`config.mk`:
```
export PLATFORM = sky130hd
export DESIGN_NAME = condicionador_botoes_flat
export DESIGN_NICKNAME = d
export VERILOG_FILES = /design/src/rtl/condicionador_botoes_pkg.sv /design/src/rtl/condicionador_botoes_if.sv /design/src/rtl/condicionador_botoes_debouncer_sinal.sv /design/src/rtl/condicionador_botoes.sv /design/src/flat_wrapper.sv
export SDC_FILE = /design/constraint.sdc
export NUM_CORES = 1
export LEC_CHECK = 0
export ABC_AREA = 1
export BUFFER_PORTS_ARGS = -buffer_cell sky130_fd_sc_hd__clkbuf_2
export CORE_MARGIN = 3
export CORE_UTILIZATION = 50
export CTS_BUF_LIST = sky130_fd_sc_hd__clkbuf_16
export CTS_CLUSTER_DIAMETER = 150
export DETAILED_ROUTE_END_ITERATION = 7
export GPL_TIMING_DRIVEN = 0
export MAX_ROUTING_LAYER = met4
export PLACE_DENSITY = 0.66
export SYNTH_ARGS = -nofsm -noshare
export SYNTH_HDL_FRONTEND = slang
export SYNTH_SLANG_ARGS = --single-unit
```
`constraint.sdc`:
```
create_clock -name clock -period 7.9 [get_ports clock]
set_input_delay 0.395 -clock clock [delete_from_list [all_inputs] [get_ports clock]]
set_output_delay 0.395 -clock clock [all_outputs]
set_load 0.01 [all_outputs]
```
`src/rtl/condicionador_botoes_pkg.sv`:
```
// Shared definitions for the button conditioner: press FSM states, button count
// and the small vector helpers used by the press FSM.
package condicionador_botoes_pkg;

    localparam int N_BOTOES = 7;

    typedef enum logic [1:0] {
        OCIOSO      = 2'd0,
        PRESSIONADO = 2'd1,
        BLOQUEADO   = 2'd2
    } estado_t;

    function automatic logic [2:0] contar_uns(input logic [N_BOTOES-1:0] v);
        logic [2:0] total;
        total = '0;
        for (int i = 0; i < N_BOTOES; i++) begin
            total = total + {2'b00, v[i]};
        end
        return total;
    endfunction

    // Note code is the button index plus one, so that zero can mean "no button".
    function automatic logic [2:0] codigo_de(input logic [N_BOTOES-1:0] v);
        logic [2:0] cod;
        cod = '0;
        for (int i = 0; i < N_BOTOES; i++) begin
            if (v[i]) begin
                cod = 3'(i + 1);
            end
        end
        return cod;
    endfunction

endpackage

```
`src/rtl/condicionador_botoes_if.sv`:
```
// Raw button/key pins in, conditioned button levels, pulse and note code out.
interface condicionador_botoes_if;
    import condicionador_botoes_pkg::*;

    logic [N_BOTOES-1:0] botoes_brutos;
    logic                jogar_bruto;
    logic [N_BOTOES-1:0] botoes;
    logic                jogar;
    logic                pulso_botao;
    logic [2:0]          codigo_botao;
    logic                multiplos;

    modport master (
        output botoes_brutos, jogar_bruto,
        input  botoes, jogar, pulso_botao, codigo_botao, multiplos
    );

    modport slave (
        input  botoes_brutos, jogar_bruto,
        output botoes, jogar, pulso_botao, codigo_botao, multiplos
    );

endinterface

```
`src/rtl/condicionador_botoes_debouncer_sinal.sv`:
```
// Two-flop synchronizer followed by a stability counter for one raw input bit.
module debouncer_sinal #(
    parameter int DEBOUNCE_CICLOS = 50000
) (
    input  logic clock,
    input  logic reset,
    input  logic bruto,
    output logic estavel
);

    localparam int CW = (DEBOUNCE_CICLOS > 1) ? $clog2(DEBOUNCE_CICLOS) : 1;
    localparam logic [CW-1:0] LIMITE = CW'(DEBOUNCE_CICLOS - 1);

    logic          sinc_a;
    logic          sinc_b;
    logic [CW-1:0] contador;

    // The level only flips after DEBOUNCE_CICLOS consecutive differing samples.
    always_ff @(posedge clock or posedge reset) begin
        if (reset) begin
            sinc_a   <= 1'b0;
            sinc_b   <= 1'b0;
            estavel  <= 1'b0;
            contador <= '0;
        end else begin
            sinc_a <= bruto;
            sinc_b <= sinc_a;
            if (sinc_b == estavel) begin
                contador <= '0;
            end else if (contador == LIMITE) begin
                estavel  <= ~estavel;
                contador <= '0;
            end else begin
                contador <= contador + CW'(1);
            end
        end
    end

endmodule

```
`src/rtl/condicionador_botoes.sv`:
```
// Conditions the note buttons and start key: synchronize, debounce, then accept
// exactly one button at a time with a one-cycle press pulse and a note code.
module condicionador_botoes
    import condicionador_botoes_pkg::*;
#(
    parameter int DEBOUNCE_CICLOS = 50000
) (
    input  logic                 clock,
    input  logic                 reset,
    condicionador_botoes_if.slave sinais
);

    logic [N_BOTOES:0]   brutos;
    logic [N_BOTOES:0]   estaveis;
    logic [N_BOTOES-1:0] d;
    logic [2:0]          quantidade;

    estado_t             estado;
    logic [N_BOTOES-1:0] botoes_r;
    logic [2:0]          codigo_r;
    logic                pulso_r;
    logic                multiplos_r;

    // The start key rides along as the top bit so all eight inputs share one debouncer array.
    assign brutos = {sinais.jogar_bruto, sinais.botoes_brutos};

    generate
        for (genvar i = 0; i <= N_BOTOES; i++) begin : g_debounce
            debouncer_sinal #(
                .DEBOUNCE_CICLOS(DEBOUNCE_CICLOS)
            ) u_debouncer (
                .clock  (clock),
                .reset  (reset),
                .bruto  (brutos[i]),
                .estavel(estaveis[i])
            );
        end
    endgenerate

    assign d          = estaveis[N_BOTOES-1:0];
    assign quantidade = contar_uns(d);

    // Any change away from the latched one-hot ends the press; a new button can only
    // be accepted after every button has been released.
    always_ff @(posedge clock or posedge reset) begin
        if (reset) begin
            estado      <= OCIOSO;
            botoes_r    <= '0;
            codigo_r    <= '0;
            pulso_r     <= 1'b0;
            multiplos_r <= 1'b0;
        end else begin
            pulso_r <= 1'b0;
            case (estado)
                OCIOSO: begin
                    if (quantidade == 3'd1) begin
                        estado   <= PRESSIONADO;
                        botoes_r <= d;
                        codigo_r <= codigo_de(d);
                        pulso_r  <= 1'b1;
                    end else if (quantidade >= 3'd2) begin
                        estado      <= BLOQUEADO;
                        multiplos_r <= 1'b1;
                    end
                end
                PRESSIONADO: begin
                    if (d != botoes_r) begin
                        botoes_r <= '0;
                        codigo_r <= '0;
                        if (d == '0) begin
                            estado <= OCIOSO;
                        end else begin
                            estado      <= BLOQUEADO;
                            multiplos_r <= 1'b1;
                        end
                    end
                end
                BLOQUEADO: begin
                    if (d == '0) begin
                        estado      <= OCIOSO;
                        multiplos_r <= 1'b0;
                    end
                end
                default: begin
                    estado      <= OCIOSO;
                    botoes_r    <= '0;
                    codigo_r    <= '0;
                    multiplos_r <= 1'b0;
                end
            endcase
        end
    end

    assign sinais.botoes       = botoes_r;
    assign sinais.codigo_botao = codigo_r;
    assign sinais.pulso_botao  = pulso_r;
    assign sinais.multiplos    = multiplos_r;
    assign sinais.jogar        = estaveis[N_BOTOES];

endmodule

```
`src/flat_wrapper.sv`:
```
// flat-port wrapper written by rule: the top's interface ports become plain ports
module condicionador_botoes_flat import condicionador_botoes_pkg::*;
#(
    parameter int DEBOUNCE_CICLOS = 50000
)
  (clock, reset, sinais_botoes_brutos, sinais_jogar_bruto, sinais_botoes, sinais_jogar, sinais_pulso_botao, sinais_codigo_botao, sinais_multiplos);
  condicionador_botoes_if sinais_i ();
  input  logic clock;
  input  logic reset;
  input wire logic [$bits(sinais_i.botoes_brutos)-1:0] sinais_botoes_brutos;
  input wire logic [$bits(sinais_i.jogar_bruto)-1:0] sinais_jogar_bruto;
  output wire logic [$bits(sinais_i.botoes)-1:0] sinais_botoes;
  output wire logic [$bits(sinais_i.jogar)-1:0] sinais_jogar;
  output wire logic [$bits(sinais_i.pulso_botao)-1:0] sinais_pulso_botao;
  output wire logic [$bits(sinais_i.codigo_botao)-1:0] sinais_codigo_botao;
  output wire logic [$bits(sinais_i.multiplos)-1:0] sinais_multiplos;
  assign sinais_i.botoes_brutos = sinais_botoes_brutos;
  assign sinais_i.jogar_bruto = sinais_jogar_bruto;
  assign sinais_botoes = sinais_i.botoes;
  assign sinais_jogar = sinais_i.jogar;
  assign sinais_pulso_botao = sinais_i.pulso_botao;
  assign sinais_codigo_botao = sinais_i.codigo_botao;
  assign sinais_multiplos = sinais_i.multiplos;
  condicionador_botoes #(.DEBOUNCE_CICLOS(DEBOUNCE_CICLOS)) u_core (.clock(clock), .reset(reset), .sinais(sinais_i));
endmodule
```
==> Word level (Yosys, flattened, before mapping) <==
Index checks and enable logic that the tools add are counted.
{ "classes": {"add_sub_neg": 14, "n_shift": 0, "mul": 0, "div_mod_pow": 0, "n_mux": 43, "n_reduce_logical": 13, "n_bitwise": 17, "eq_ne": 27, "order_cmp": 1} }
{ "op_table": {"columns": ["op", "n"], "rows": [
  ["$mux W16", 16],
  ["$add A16 B1 Y16 const B", 8],
  ["$eq A16 B16 Y1 const B", 8],
  ["$pmux W7 S3", 1],
  ["$mux W3", 6],
  ["$not A1 Y1", 17],
  ["$reduce_and A2 Y1", 8],
  ["$add A3 B1 Y3", 5],
  ["$mux W2", 7],
  ["$mux W7", 2],
  ["$pmux W3 S3", 1],
  ["$eq A1 B1 Y1", 8],
  ["$mux W1", 8],
  ["$ne A2 B1 Y1 const B", 4],
  ["$logic_not A7 Y1", 1],
  ["$ne A7 B7 Y1", 1],
  ["$pmux W2 S3", 1],
  ["$reduce_and A3 Y1", 2],
  ["$reduce_and A5 Y1", 1],
  ["$ne A2 B2 Y1 const B", 2],
  ["$eq A3 B1 Y1 const B", 1],
  ["$ge A3 B2 Y1 const B", 1],
  ["$ne A3 B1 Y1 const B", 1],
  ["$pmux W1 S3", 1],
  ["other kinds (4)", 4]
]} }
{ "totals": {"input_bits": 10, "ramBits": 0, "rom_bits": 0, "word_cells": 152, "n_memories": 0, "latchBits": 0, "out_inout_bits": 13, "register_bits": 166} }

==> Depth between registers and ports, before layout <==
Gate-level depths: netlist of run 1.
{ "depth": {"ltp_word": 10, "ltp_mapped": 16, "depth_no_buf": 16} }

==> Modules after synthesis <==
From an unflattened synthesis of run 1, not the netlist that was laid out.
{ "unflattened": {"hier_cells": 1104, "area_unflattened_um2": 9018.6} }
{ "modules_own_cells": {"columns": ["module", "cells_per_inst", "area_each_um2", "n_inst", "seq_area_each_um2"], "rows": [
  ["debouncer_sinal", 124, 1017.2, 8, 475.5],
  ["condicionador_botoes", 112, 880.8, 1, 350.3]
]} }

==> Least setup slack after synthesis of run 1 <==
Ideal clock, no wire load.
{ "synth_timing": {"path_type": "flip-flop to flip-flop", "from": "register u_core.g_debounce[1].u_debouncer.estavel", "to": "register u_core.codigo_r[0] (netlist: u_core.sinais.codigo_botao[0])", "synth_period_minus_slack_ps": 3116, "setup_time_ps": 65, "t_arrival_ps": 3051, "n_path_buf": 1, "path_stages_with_launch": 15, "slack_ps": 4784, "t_required_ps": 7835, "path_cell_list": "dfrtp_1 inv_1 ha_1 inv_1 fa_1 fa_1 inv_1 ha_1 fa_1 inv_1 nand4_1 o21ai_1 buf_4 nand3_1 nand2_1"} }
{ "synth_between": {"elab_chain_len": 9, "word_cells_on_any_way": 19, "cone_classes": "6 x add/sub; 4 x eq/ne; 8 x mux; 1 x reduce/logical"} }
{ "synth_lines": {"columns": ["item", "line_no", "rtl"], "rows": [
  ["start, declared", "condicionador_botoes_debouncer_sinal.sv:8", "output logic estavel"],
  ["start signal, assigned", "condicionador_botoes_debouncer_sinal.sv:31", "estavel <= ~estavel;"],
  ["$add A1 B1 Y2", "condicionador_botoes_pkg.sv:17", "total = total + {2'b00, v[i]};"],
  ["$add A3 B1 Y3 (5 in series)", "condicionador_botoes_pkg.sv:17", null],
  ["$eq A3 B1 Y1", "condicionador_botoes.sv:56", "if (quantidade == 3'd1) begin"],
  ["$ne A2 B1 Y1 (no source line)", null, null],
  ["$reduce_and A3 Y1 (no source line)", null, null],
  ["end signal, assigned", "condicionador_botoes.sv:59", "codigo_r <= codigo_de(d);"],
  ["end, declared", "condicionador_botoes.sv:20", "logic [2:0] codigo_r;"]
]} }
Parallel ways exist; a longest one is shown, timed or not. The select of a mux whose other input is x is not followed.
A chain may end at the register's enable or synchronous reset.

==> Worst setup path after layout of run 1 <==
{ "layout_timing": {"from": "register u_core.g_debounce[1].u_debouncer.estavel", "to": "register u_core.botoes_r[5] (netlist: u_core.sinais.botoes[5])"} }
{ "layout_between": {"elab_chain_len": 9, "word_cells_on_any_way": 11, "cone_classes": "6 x add/sub; 4 x eq/ne; 1 x reduce/logical"} }
{ "layout_lines": {"columns": ["item", "line_no", "rtl"], "rows": [
  ["$add A1 B1 Y2", "condicionador_botoes_pkg.sv:17", null],
  ["$add A3 B1 Y3 (5 in series)", "condicionador_botoes_pkg.sv:17", null],
  ["$eq A3 B1 Y1", "condicionador_botoes.sv:56", null],
  ["$ne A2 B1 Y1 (no source line)", null, null],
  ["$reduce_and A3 Y1 (no source line) *", null, null],
  ["end signal, assigned", "condicionador_botoes.sv:48", "botoes_r <= '0;"],
  ["end signal, assigned", "condicionador_botoes.sv:58", "botoes_r <= d;"],
  ["end signal, assigned", "condicionador_botoes.sv:68", "botoes_r <= '0;"],
  ["end, declared", "condicionador_botoes.sv:19", "logic [N_BOTOES-1:0] botoes_r;"]
]} }
Mark *: on every way between the ends. The rest lies on a longest branch, timed or not.

==> impl_metrics.tcl, run 1 <==
set metrics [dict create \
    cts_htree_levels 4 \
    cts_hold_buf 0 \
    cap_violations 0 \
    end_kind "register" \
    yosysTopAreaCellShare_pct 48.9 \
    final-setup-viol-count 0 \
    outcome "completed" \
    drc 0 \
    place_area_sq_um 8920 \
    syn_to_final_growth_pct 11.9 \
    cts_resized 0 \
    worst-path-buf-inv 4 \
    yosysTopAreaCell "dfrtp_1" \
    cp.arrival_ps 3790 \
    period_needed_ps 3470 \
    fillers 1502 \
    synthesis.area_sq_um 8500 \
    vias_per_cell 4.96 \
    synthesis.nets 1095 \
    cpMostUsedCell "inv_1" \
    gr-total-overflow 0 \
    synth_cells 1069 \
    ioPinCount 23 \
    max_freq_mhz 288 \
    cts-buffers-inserted 17 \
    yosys-top-cells-area "dfrtp_1, nor2_1, nand2_1, inv_1, nand3_1" \
    numPortBuffers 22 \
    power_density_nw_per_um2 185 \
    layout-drive-gt1-share_pct 8.36 \
    r2r_start "u_core.g_debounce[1].u_debouncer.estavel$_DFFE_PP0P_" \
    cts.sinks 166 \
    reg2reg_slack_ps 4430 \
    cts_tree "done" \
    maxSlewHeadroom_pct 61.3 \
    finClkSkew_ps 14.2 \
    finalSetupTns_ps 0 \
    synth.distinct_cells 30 \
    die-width_um 136 \
    ys_ff_latch 166 \
    core_sq_um 16600 \
    start_util_pct 51.1 \
    grt_max_degree 95 \
    worst_pin_slew_ps 577 \
    grt_pass1_vias 6366 \
    path_class "reg -> reg" \
    crit_chain "inv_1, ha_1, inv_1, fa_1, fa_1, inv_1, ha_1, fa_1, inv_1, nand4_1, o21ai_1, nand2_2, nand2_1, nand2_1" \
    crit_required_ps 8210 \
    crit_slowest_cell "fa_1" \
    finalNetCount 1137 \
    ff2ff_path_depth 14 \
    gp_congestion 0.896 \
    antenna_found_initial 0 \
    dpl_worst_slack_ps 4480 \
    hold_class "in -> async" \
    antenna_left 0 \
    wl_per_cell_um 12.2 \
    die_y_um 136 \
    drt-initial-drc-count 302 \
    die_area_sq_um 18600 \
    synth.avg_cell_area_sq_um 7.95 \
    crit_family "adder cells" \
    cts_buffer_depth 2 \
    num_antenna_cells 0 \
    fin_crit_sh_pct 44.0 \
    fin_ws_ps 4430 \
    startpoint_type "register" \
    clkLatencyLatePin_ps 430 \
    post_cts_buffers 0 \
    rsz0062_at_grt "no" \
    dp_hpwl_um 11600 \
    final_common_cell "nor2_1" \
    finalHoldViolCount 0 \
    final_area_sq_um 9510 \
    grt_pass1_wl_um 28800 \
    ir_worst_vdd_mv 0.155 \
    core.rowCount 47 \
    first_pass_iters 4 \
    grt_use_total_pct 19.7 \
    cts_root_buf "clkbuf_16" \
    vias 6661 \
    clkTransAtPathRegs_ps 60 \
    most-common-layout-cells "nor2_1, nand2_1, dfrtp_1" \
    ys_seq_area_share_pct 48.9 \
    power_leakage_uw 0.00444 \
    max_stage_delay_ps 490 \
    crit_fanout 10 \
    final_max_slew_viol_count 0 \
    r2r_end "u_core.sinais.botoes[5]$_DFFE_PP0P_" \
    wl_um 16400 \
    yosysWarnings 0 \
]
-- synthesized netlist by cell type --
master	n
nor2_1	213
nand2_1	205
dfrtp_1	166
inv_1	150
nand3_1	70
nor3_1	51
xor2_1	38
nand4_1	31
a21oi_1	30
o21ai_0	23
ha_1	13
nand2_2	13
nor3b_1	12
nor2_2	8
nor3_2	8
xnor2_1	8
o21ai_1	5
o21bai_1	5
fa_1	3
inv_2	2
nand3_2	2
nand3b_1	2
nor3_4	2
nor3b_2	2
or2_0	2
buf_4	1
buf_6	1
clkbuf_1	1
nor2_4	1
xor2_2	1
-- registers in the layout (all words and copies together), names as in the netlist --
name,cells
u_core.estado,2
u_core.g_debounce.u_debouncer.contador,128
u_core.g_debounce.u_debouncer.estavel,8
u_core.g_debounce.u_debouncer.sinc_a,8
u_core.g_debounce.u_debouncer.sinc_b,8
u_core.sinais.botoes,7
u_core.sinais.codigo_botao,3
u_core.sinais.multiplos,1
u_core.sinais.pulso_botao,1
-- per-stage QoR --
stage,total power [uW],utilization [%],cells,hold WS [ps]
2_1_floorplan,926,-,1069,331
3_3_place_gp,941,53.4,1311,332
3_5_place_dp,944,53.6,1312,336
4_1_cts,1790,57.2,1344,29.6
5_1_grt,1830,57.2,1344,41.9
6_report,1760,57.2,1344,23.0
-- how the worst max path moves through the flow --
stage / startpoint / to / slack, ps / depth (start not counted)
3_5_place_dp: u_core.g_debounce[1].u_debouncer.estavel$_DFFE_PP0P_ / u_core.sinais.codigo_botao[0]$_DFFE_PP0P_ / 4480 / 14
2_1_floorplan: reset / u_core.estado[0]$_DFFE_PP0P_ / 3010 / 1
4_1_cts: u_core.g_debounce[1].u_debouncer.estavel$_DFFE_PP0P_ / u_core.sinais.botoes[6]$_DFFE_PP0P_ / 4460 / 14
6_report: u_core.g_debounce[1].u_debouncer.estavel$_DFFE_PP0P_ / u_core.sinais.botoes[5]$_DFFE_PP0P_ / 4430 / 14
5_1_grt: u_core.g_debounce[1].u_debouncer.estavel$_DFFE_PP0P_ / u_core.sinais.botoes[5]$_DFFE_PP0P_ / 4220 / 14
3_3_place_gp: reset / u_core.g_debounce[5].u_debouncer.contador[9]$_DFF_PP0_ / 1160 / 2
-- cell type report --
class,count,area [sq um],share of cell area [%]
flip-flops and latches,166,4150,43.7
plain buffers,3,22.5,0.237
well taps,220,275,2.89
inverters,152,578,6.08
clock buffers,17,425,4.47
clock inverters,15,163,1.71
repair buffers,23,138,1.45
multi-input cells,748,3760,39.5
-- routing by layer --
layer  GRT usage (%)  vias to the layer above  wire (um)
met4            5.60                        0        122
met3            4.85                       13        484
met2            30.6                       79       7770
met1            25.8                     3101       8030
li1                -                     3468          -
met5               -                        -          0
-- power by group --
part	internal (uW)	total (uW)	switching [uW]
Combinational	14.1	52.3	38.2
Sequential	864	874	9.93
Clock	492	832	339
Total	1370	1760	388
-- logic make-up (layout without fill, tap and decap cells) --
logic type / count (synthesis) / after routing / share of synthesized area, %
buffers and inverters: 155 / 210 / 6.97
AO/OA/AOI/OAI: 63 / 63 / 3.86
flip-flops: 166 / 166 / 48.9
AND/OR/NAND/NOR: 622 / 622 / 32.8
adder cells (fa/ha/maj): 16 / 16 / 2.62
XOR/XNOR: 47 / 47 / 4.93
(Power assumes the default switching activity.)
==> run 2, diff against run 1 <==
- PLACE_DENSITY: 0.66 -> 0.69
- clock period: 7.9 -> 3 ns (I/O delays scaled with it)
==> impl_metrics.tcl, run 2 (synthesis gave the netlist of run 1 again) <==
set metrics [dict create \
    grt_use_total_pct 19.5 \
    cts_tree "done" \
    fin_crit_sh_pct 108 \
    max_freq_mhz 309 \
    fin_util_pct 59.0 \
    cts.sinks 166 \
    finalSetupTns_ps -2170 \
    power_density_nw_per_um2 478 \
    drt-initial-drc-count 318 \
    final_common_cell "nor2_1" \
    wl_um 16700 \
    power_leakage_uw 0.00454 \
    first_pass_iters 7 \
    cap_violations 0 \
    dpl_worst_slack_ps -402 \
    layout-drive-gt1-share_pct 10.8 \
    die_y_um 136 \
    die_area_sq_um 18600 \
    hold_class "reg -> reg" \
    most-common-layout-cells "nor2_1, nand2_1, dfrtp_1" \
    largest_reg_flops 128 \
    crit_fanout 5 \
    antenna_found_initial 0 \
    wl_per_cell_um 12.2 \
    grt_max_degree 39 \
    maxSlewHeadroom_pct 45.7 \
    finalHoldViolCount 0 \
    vias 6815 \
    fin_ws_ps -231 \
    core_sq_um 16600 \
    grt_pass1_wl_um 28700 \
    die-width_um 136 \
    ioPinCount 23 \
    end_kind "register" \
    ir_worst_vdd_mv 0.394 \
    cts_root_buf "clkbuf_16" \
    cts-buffers-inserted 17 \
    violations "setup timing" \
    final-setup-viol-count 10 \
    antenna_left 0 \
    drc 0 \
    gp_congestion 0.875 \
    grt_pass1_vias 6402 \
    dp_hpwl_um 11900 \
    syn_to_final_growth_pct 15.4 \
    whs_ps 349 \
    numPortBuffers 22 \
    rsz0062_at_grt "yes" \
    cts_htree_levels 4 \
    top_register "u_core.g_debounce.u_debouncer.contador" \
    startpoint_type "register" \
    clkLatencyLatePin_ps 430 \
    vias_per_cell 5.00 \
    start_util_pct 51.1 \
    clkTransAtPathRegs_ps 60 \
    gr-total-overflow 0 \
    core.rowCount 47 \
    path_class "reg -> reg" \
    period_needed_ps 3230 \
    worst_pin_slew_ps 813 \
    outcome "complete, but fails checks" \
    num_antenna_cells 0 \
    finalNetCount 1157 \
    finClkSkew_ps 9.69 \
    reg2reg_slack_ps -230 \
    crit_required_ps 3370 \
    cts_buffer_depth 2 \
    final_max_slew_viol_count 0 \
    cp.arrival_ps 3600 \
]
[run 2: cell types whose count changed in the layout (fill, tap and decap cells not counted), moves of 4 or more]
cell           delta
dlygate4sd3_1     +9
buf_4             +5
inv_6             +5
nand3_1           -5
nand3_2           +5
inv_2             +4
[run 2: cell type report]
class / count / area [sq um]
multi-input cells: 749 / 3840
inverters: 152 / 574
clock inverters: 15 / 175
fillers: 1470 / 6830
repair buffers: 42 / 344
plain buffers: 3 / 26.3
clock buffers: 17 / 425
well taps: 220 / 275
flip-flops and latches: 166 / 4160
[run 2: per-stage QoR]
| stage | power (uW) | instances | cell area (sq um) |
|---|---|---|---|
| floorplan | 2440 | 1069 | 8520 |
| global placement | 2480 | 1311 | 8900 |
| detailed placement | 2490 | 1315 | 8990 |
| CTS | 4750 | 1364 | 9780 |
| global route | 4880 | 1364 | 9820 |
| finish | 4690 | 1364 | 9820 |
[run 2: path summary, 6_finish.rpt]
kind / from / end / depth (start not counted)
setup / recovery: u_core.g_debounce[1].u_debouncer.estavel$_DFFE_PP0P_ / u_core.sinais.codigo_botao[0]$_DFFE_PP0P_ / 14
hold / removal: u_core.g_debounce[6].u_debouncer.sinc_a$_DFF_PP0_ / u_core.g_debounce[6].u_debouncer.sinc_b$_DFF_PP0_ / 0
min in group asynchronous: reset / u_core.g_debounce[7].u_debouncer.contador[11]$_DFF_PP0_ / 3
hold reg to reg: u_core.g_debounce[6].u_debouncer.sinc_a$_DFF_PP0_ / u_core.g_debounce[6].u_debouncer.sinc_b$_DFF_PP0_ / 0
setup reg to reg: u_core.g_debounce[1].u_debouncer.estavel$_DFFE_PP0P_ / u_core.sinais.codigo_botao[0]$_DFFE_PP0P_ / 14
max in group asynchronous: reset / u_core.g_debounce[1].u_debouncer.contador[14]$_DFF_PP0_ / 5
[run 2: repair_timing]
action | in CTS | in global routing
resized for setup | 11 | 11
cloned | 2 | 0
hold buffers | 9 | 0
hold endpoints to repair | 43 | 0
pin swaps | 8 | 8
buffers inserted | 6 | 2
setup endpoints to repair | 14 | 14
[run 2: critical path, cell delays in order, from the launching register on]
cell and delay (ps):
dfrtp_2 410, inv_2 80, ha_4 200, inv_2 50, fa_1 410, fa_1 500, inv_1 50, ha_2 170
fa_1 450, inv_2 70, nand4_1 150, o21ai_4 320, buf_6 180, nand3_2 70, nand2_1 70
[run 2: power breakdown]
part	switching, uW	leakage, uW	total, uW	internal [uW]
Combinational	103	0.00199	155	52.3
Sequential	25.2	0.00226	2300	2270
Clock	921	0.000294	2230	1310
[run 2: routing by layer]
metal	track usage (%)	routed length, um
met5	-	0
met4	5.43	186
met3	4.59	701
met2	31.3	7990
met1	25.0	7790
